[config.mk]
export PLATFORM = sky130hd
export DESIGN_NAME = uart_tx
export DESIGN_NICKNAME = d
export VERILOG_FILES = /design/src/rtl/uart_tx.sv
export SDC_FILE = /design/constraint.sdc
export NUM_CORES = 1
export LEC_CHECK = 0
export BUFFER_PORTS_ARGS = -buffer_cell sky130_fd_sc_hd__buf_2
export CAP_MARGIN = 25
export CORE_ASPECT_RATIO = 1.4
export CORE_MARGIN = 4
export CORE_UTILIZATION = 33
export CTS_CLUSTER_SIZE = 20
export DETAILED_ROUTE_END_ITERATION = 10
export PLACE_DENSITY_LB_ADDON = 0.08
export SLEW_MARGIN = 40
export SYNTH_ARGS = -nofsm -noshare
export SYNTH_HDL_FRONTEND = slang
export SYNTH_SLANG_ARGS = --single-unit
[constraint.sdc]
create_clock -name clk -period 2 [get_ports clk]
set_clock_uncertainty 0.15 [all_clocks]
set_input_delay 0.1 -clock clk [delete_from_list [all_inputs] [get_ports clk]]
set_output_delay 0.1 -clock clk [all_outputs]
set_load 0.03 [all_outputs]
[src/rtl/uart_tx.sv]
// uart_tx: 8N1 UART transmitter with a CLKS_PER_BIT baud timer.
// Defining UART_TX_PARITY_EN inserts an even-parity bit between the data
// bits and the stop bit. The port list is the same in both builds.
module uart_tx #(
  parameter int unsigned CLKS_PER_BIT = 5208
) (
  input  logic       clk,
  input  logic       tx_arst,
  input  logic       tx_en,
  input  logic       tx_start,
  input  logic [7:0] data_in,
  output logic       tx,
  output logic       busy,
  output logic       done
);

  typedef enum logic [2:0] {
    IDLE,
    START,
    DATA,
`ifdef UART_TX_PARITY_EN
    PARITY,
`endif
    STOP
  } state_t;

  // The last count of a bit period. The count one before it is used to
  // raise done, so that done is already high during the last STOP cycle.
  localparam logic [15:0] BAUD_LAST = 16'(CLKS_PER_BIT - 1);
  localparam logic [15:0] DONE_AT   = 16'(CLKS_PER_BIT - 2);

  state_t      state, state_next;
  logic [15:0] baud_cnt, baud_next;
  logic [2:0]  bit_idx, idx_next;
  logic [7:0]  shift_reg, shift_next;
  logic        tx_next, busy_next, done_next;
  logic        bit_end;
`ifdef UART_TX_PARITY_EN
  logic        parity_bit, parity_next;
`endif

  assign bit_end = (baud_cnt == BAUD_LAST);

  // Next-state and next-output decode. tx, busy and done are computed one
  // cycle ahead here, so the flops below drive the ports directly.
  always_comb begin
    // NOTE: every signal written in this block gets a default first. If
    // some branch left one unassigned, a latch would be inferred.
    state_next  = state;
    baud_next   = bit_end ? 16'd0 : baud_cnt + 16'd1;
    idx_next    = bit_idx;
    shift_next  = shift_reg;
    tx_next     = tx;
    busy_next   = busy;
    done_next   = 1'b0;
`ifdef UART_TX_PARITY_EN
    parity_next = parity_bit;
`endif

    case (state)
      IDLE: begin
        baud_next = 16'd0;
        tx_next   = 1'b1;
        busy_next = 1'b0;
        if (tx_en && tx_start) begin
          state_next  = START;
          shift_next  = data_in;
          idx_next    = 3'd0;
          tx_next     = 1'b0;
          busy_next   = 1'b1;
`ifdef UART_TX_PARITY_EN
          parity_next = ^data_in;
`endif
        end
      end

      START: begin
        if (bit_end) begin
          state_next = DATA;
          tx_next    = shift_reg[0];
        end
      end

      DATA: begin
        if (bit_end) begin
          if (bit_idx == 3'd7) begin
`ifdef UART_TX_PARITY_EN
            state_next = PARITY;
            tx_next    = parity_bit;
`else
            state_next = STOP;
            tx_next    = 1'b1;
`endif
          end else begin
            // The bit now on the line is shift_reg[0]. Shift right and put
            // the next bit on the line.
            idx_next   = bit_idx + 3'd1;
            shift_next = {1'b0, shift_reg[7:1]};
            tx_next    = shift_reg[1];
          end
        end
      end

`ifdef UART_TX_PARITY_EN
      PARITY: begin
        if (bit_end) begin
          state_next = STOP;
          tx_next    = 1'b1;
        end
      end
`endif

      STOP: begin
        done_next = (baud_cnt == DONE_AT);
        if (bit_end) begin
          state_next = IDLE;
          busy_next  = 1'b0;
        end
      end

      default: begin
        state_next = IDLE;
        tx_next    = 1'b1;
        busy_next  = 1'b0;
      end
    endcase
  end

  // State, datapath and output registers. Reset clears all of them at once.
  always_ff @(posedge clk or posedge tx_arst) begin
    if (tx_arst) begin
      // NOTE: the shift register is cleared on reset like the control
      // flops, so that nothing from an aborted frame survives reset.
      state      <= IDLE;
      baud_cnt   <= 16'd0;
      bit_idx    <= 3'd0;
      shift_reg  <= 8'd0;
      tx         <= 1'b1;
      busy       <= 1'b0;
      done       <= 1'b0;
`ifdef UART_TX_PARITY_EN
      parity_bit <= 1'b0;
`endif
    end else begin
      // NOTE: use non-blocking assignments here. Every flop then samples
      // the values from before this edge, so the order of lines does not
      // matter.
      state      <= state_next;
      baud_cnt   <= baud_next;
      bit_idx    <= idx_next;
      shift_reg  <= shift_next;
      tx         <= tx_next;
      busy       <= busy_next;
      done       <= done_next;
`ifdef UART_TX_PARITY_EN
      parity_bit <= parity_next;
`endif
    end
  end

endmodule

# After elaboration in Yosys (flattened, before gate mapping)
# Index checks and enable logic that the tools add are counted.
totals:
  reg_bits: 33
  out_inout_bits: 3
classes:
  add_sub_neg: 2
  eq_ne: 12
  muxes: 25
  bitwise: 2
  n_reduce_logical: 8
ops:
  columns: ["op", "count"]
  rows:
  - ["16-bit by 13-bit equality test with 1-bit output (second input constant)", 2]
  - ["16-bit two-way mux", 2]
  - ["3-bit two-way mux", 8]
  - ["8-bit two-way mux", 3]
  - ["16-bit by 1-bit adder with 16-bit output (second input constant)", 1]
  - ["8-bit one-hot mux with 2 select lines", 1]
  - ["2-bit inequality test (second input constant)", 6]
  - ["3-bit one-hot mux with 4 select lines", 1]
  - ["1-bit two-way mux", 7]
  - ["3-bit by 2-bit equality test with 1-bit output (second input constant)", 2]
  - ["3-bit one-hot mux with 2 select lines", 1]
  - ["5-bit AND reduction", 1]
  - ["1-bit one-hot mux with 4 select lines", 1]
  - ["4-bit AND reduction", 1]
  - ["3-bit by 1-bit adder with 3-bit output (second input constant)", 1]
  - ["3-bit by 1-bit equality test with 1-bit output (second input constant)", 1]
  - ["3-bit equality test (second input constant)", 1]
  - ["3-bit zero test", 1]
  - ["1-bit one-hot mux with 3 select lines", 1]
  - ["3-bit AND reduction", 1]
  - ["1-bit NOT", 2]
  - ["2-bit AND reduction", 1]
  - ["2-bit nonzero test", 1]
  - ["2-bit OR reduction", 1]
  - ["1-bit logical AND", 1]

# Longest topological paths before layout
depth:
  depth_word: 4
  depth_mapped: 8

# Least setup slack after synthesis
# No wires, ideal clock.
synth_path:
  path_type: "register to register"
  start: "reg state[0]"
  end: "reg shift_reg[0]"
  arrival_ps: 1937
  required_ps: 1756
  setup_slack_ps: -181
  stages_incl_launch_ff: 9
  path_buffers: 2
  period_less_slack_ps: 2181
  path_cell_list: "dfrtp_1 > inv_1 > ha_1 > buf_4 > a21boi_1 > or2_2 > or3_1 > buf_6 > a221oi_2"
synth_via:
  elab_chain_cells: 3
  elab_cells_between_ends: 8
synth_lines:
  columns: ["item", "line_no", "text"]
  rows:
  - ["start: declaration", "32", "state_t state, state_next;"]
  - ["start signal: assignment", "148", "state <= state_next;"]
  - ["3-bit by 2-bit equality test with 1-bit output or 3-bit zero test (tied branches)", "60", "case (state)"]
  - ["2-bit inequality test (no line) or 2-bit nonzero test (tied branches)", null, null]
  - ["4-bit AND reduction (no line)", null, null]
  - ["end signal: assignment", "151", "shift_reg <= shift_next;"]
  - ["end: declaration", "35", "logic [7:0] shift_reg, shift_next;"]
# Parallel ways exist; a longest one is shown, timed or not.
# A chain may end at the register's enable or synchronous reset.

# Worst setup path after layout
layout_path:
  start: "reg state[1]"
  end: "reg shift_reg[5]"
# Same word-level chain as after synthesis.

==> run metrics <==
sequential area share after synthesis 43.0%; R2R Setup Slk 20 ps; Switch Pwr 260 uW; syn nets 213; hold path start data_in[3]; Synth Area in XOR/XNOR 6.58%; remaining antenna violation count after routing 0; later-pin clock latency in the skew report 280 ps; Site Rows 32; Final Hold Fails 0; met2 wire len 2.50 mm; CP startpoint kind flop; Slew Viols, Final 0; Layout area overhead 33.8%; Register-to-Register Path Depth 6; Net Sw Frac 21.6%; most common cell after layout, fill and taps aside nor2_1; Setup CP Type reg2reg; share of the synthesized area in the top cell type 41.6%; Synth Instances 192; Die H 96.9 um; RSZ-0062 raised after global routing yes; fin util 45.5%; Mean Syn Cell Area 9.71 sq um; DPL Wire Length 3.39 mm; Max FO, Critical Path 7; total number of vias 1,588; Worst EP arrival 2020 ps; Hold EP shift_reg[3]; max reg flops 16; I/O Buffers 14; pwr/cell area 484 nW/um^2; Metal-1 WL 1.86 mm; worst r2r src state[1]; FF+latch count, synth 32; Yosys top cell by area dfrtp_1; post-synthesis instance area 1860 sq um; met3 WL 143 um; starting DRC count in detailed routing 52; Crit. End Element flop; vias in the first global route 1,687; Hold Path Stages 4; TNS Setup 0 ps; GPL Wtd Cong 0.779; FMAX 506 MHz; clock-pin slew on the worst setup and hold paths 70 ps; simple-gate share of the synthesized area 25.0%; Reg-to-Reg End shift_reg[5]; Post-Synth Adder-Cell Area 6.04%; first-pass GRT wire length 7.88 mm; CP required 2040 ps; clock buffer depth 2; fin crit share 98.8%; Tot Pwr 1210 uW; slowest CP cell or3_4; initial antenna violation count 0; most frequent cells in the layout nor2_1 (39), buf_4 (32), dfrtp_1 (30); Max Cap Viol 0; Synth area leaders dfrtp_1 (42%), nor2_1 (8.1%), ha_1 (6.0%); Diodes inserted 0; Clock Power Share 43.1%; depth of the CTS H-tree 2; NumNets Final 269; starting density of the core 34.0%; Synth Area in Compound Gates 12.3%; grt total ovfl 0; Highest Signal Layer met4; Flop pwr share 53.6%; largest net degree at the start of global routing 33; Yosys warnings 0; Pint 946 uW; Worst Max-Slew Pin Slew 427 ps; gr usage total 14.2%; Hold Crit Class in2reg; CP max stage delay 450 ps; Peak VDD IR 371 uV; Final Critical Period 1980 ps; Pleak 0.00109 uW; final wirelength 4.58 mm; status finished, final reports clean; CTS tree built; die area 6930 sq um; Num CTS Buffers 5; root buf cell clkbuf_8; worst-path cell chain inv_2, ha_4, a21boi_4, or2_4, or3_4, a221oi_2; First-pass DRT Iterations 4; Max-slew headroom 71.5%; DR DRC count 0; drt via density 5.01; Final Setup Violations 0; share of post-route cells with drive strength above 1 33.3%; I/O pin cnt 15; Sink Count 32; core area 5490 sq um; Synth cell types 41; DIE WIDTH 71.5 um; WL per Instance 14.5 um; largest family of logic cells by synthesized area simple AND/OR/NAND/NOR gates; Comb power frac 3.3%; mux cell area share after synthesis 1.74%
==> worst max-delay path by stage <==
stage | endpoint | from | cells past startpoint | slack [ps]
global route | shift_reg[5] | state[0] | 8 | -70
global placement | shift_reg[4] | state[1] | 6 | -30
detailed placement | shift_reg[6] | state[1] | 6 | -100
floorplan | shift_reg[0] | state[1] | 8 | -70
finish | shift_reg[5] | state[1] | 6 | 20
CTS | shift_reg[6] | state[1] | 6 | 2
==> worst max-delay path, delay by kind of cell (launching register included) <==
family          cells  cell delay (ps)
simple gates        2              680
flops               1              430
compound gates      2              390
fa+ha+maj           1              160
buf+inv             1               80
==> cell usage after synthesis <==
master	count
a21boi_1	1
a21oi_1	6
a221oi_1	1
a221oi_2	6
a2bb2oi_1	1
a311o_1	1
a311oi_1	2
a31oi_1	3
and2_1	1
and4_1	1
and4bb_1	2
and4bb_2	1
buf_2	1
buf_4	1
buf_6	2
clkbuf_1	2
dfrtp_1	31
dfstp_2	1
ha_1	9
inv_1	15
mux2_2	2
mux2i_1	1
nand2_1	6
nand2b_1	3
nand3_1	9
nand4_1	5
nand4_4	1
nand4b_1	1
nor2_1	40
nor3_1	4
nor3_2	1
nor3b_1	1
nor4_1	3
nor4_4	1
o211ai_1	2
o21ai_0	3
o41ai_1	1
or2_2	3
or3_1	3
xnor2_1	12
xor2_1	2
==> kinds of logic (layout without fill, tap and decap cells) <==
logic type / count (synthesis) / after routing
simple gates: 86 / 86
flops: 32 / 32
compound gates: 27 / 27
buf+inv: 21 / 78
xor+xnor: 14 / 14
fa+ha+maj: 9 / 9
mux: 3 / 3
==> repair_timing <==
action | CTS | global route
endpoints found under the setup margin | 9 | 10
endpoints found under the hold margin | 37 | 0
resized for setup | 2 | 16
buffers inserted | 1 | 4
pin swaps | 0 | 8
hold buffers | 7 | 0
==> layer usage <==
metal	vias to the layer above	track usage [%]
li1	781	-
met1	768	16.2
met2	30	25.4
met3	9	3.12
met4	0	4.92
met5	-	0
==> metrics by stage <==
| stage | hold slack (ps) | instance area, sq um | setup slack (ps) | std cells |
|---|---|---|---|---|
| finish | 68.7 | 2490 | 24.5 | 317 |
| detailed placement | 70.5 | 2210 | -98.4 | 297 |
| CTS | 63.7 | 2390 | 2.40 | 313 |
| global placement | 57.5 | 2210 | -31.4 | 297 |
| global route | 75.4 | 2490 | -71.5 | 317 |
| floorplan | 65.5 | 1880 | -71.6 | 192 |
==> cell type report <==
type                    count  area [sq um]
clock buffers               8          90.1
well taps                  68          85.1
flip-flops and latches     32           803
multi-input cells         139          1060
repair buffers             55           403
inverters                  15          56.3
fillers                   540          2990
==> power by group through the flow <==
stage	Combinational (uW)	Sequential (uW)	Clock, uW
detailed placement	30.8	659	0
global placement	29.1	659	0
floorplan	10.1	659	0
global route	45.3	646	575
CTS	41.4	647	538
finish	39.5	647	520
Power figures use the tool's default switching activity.
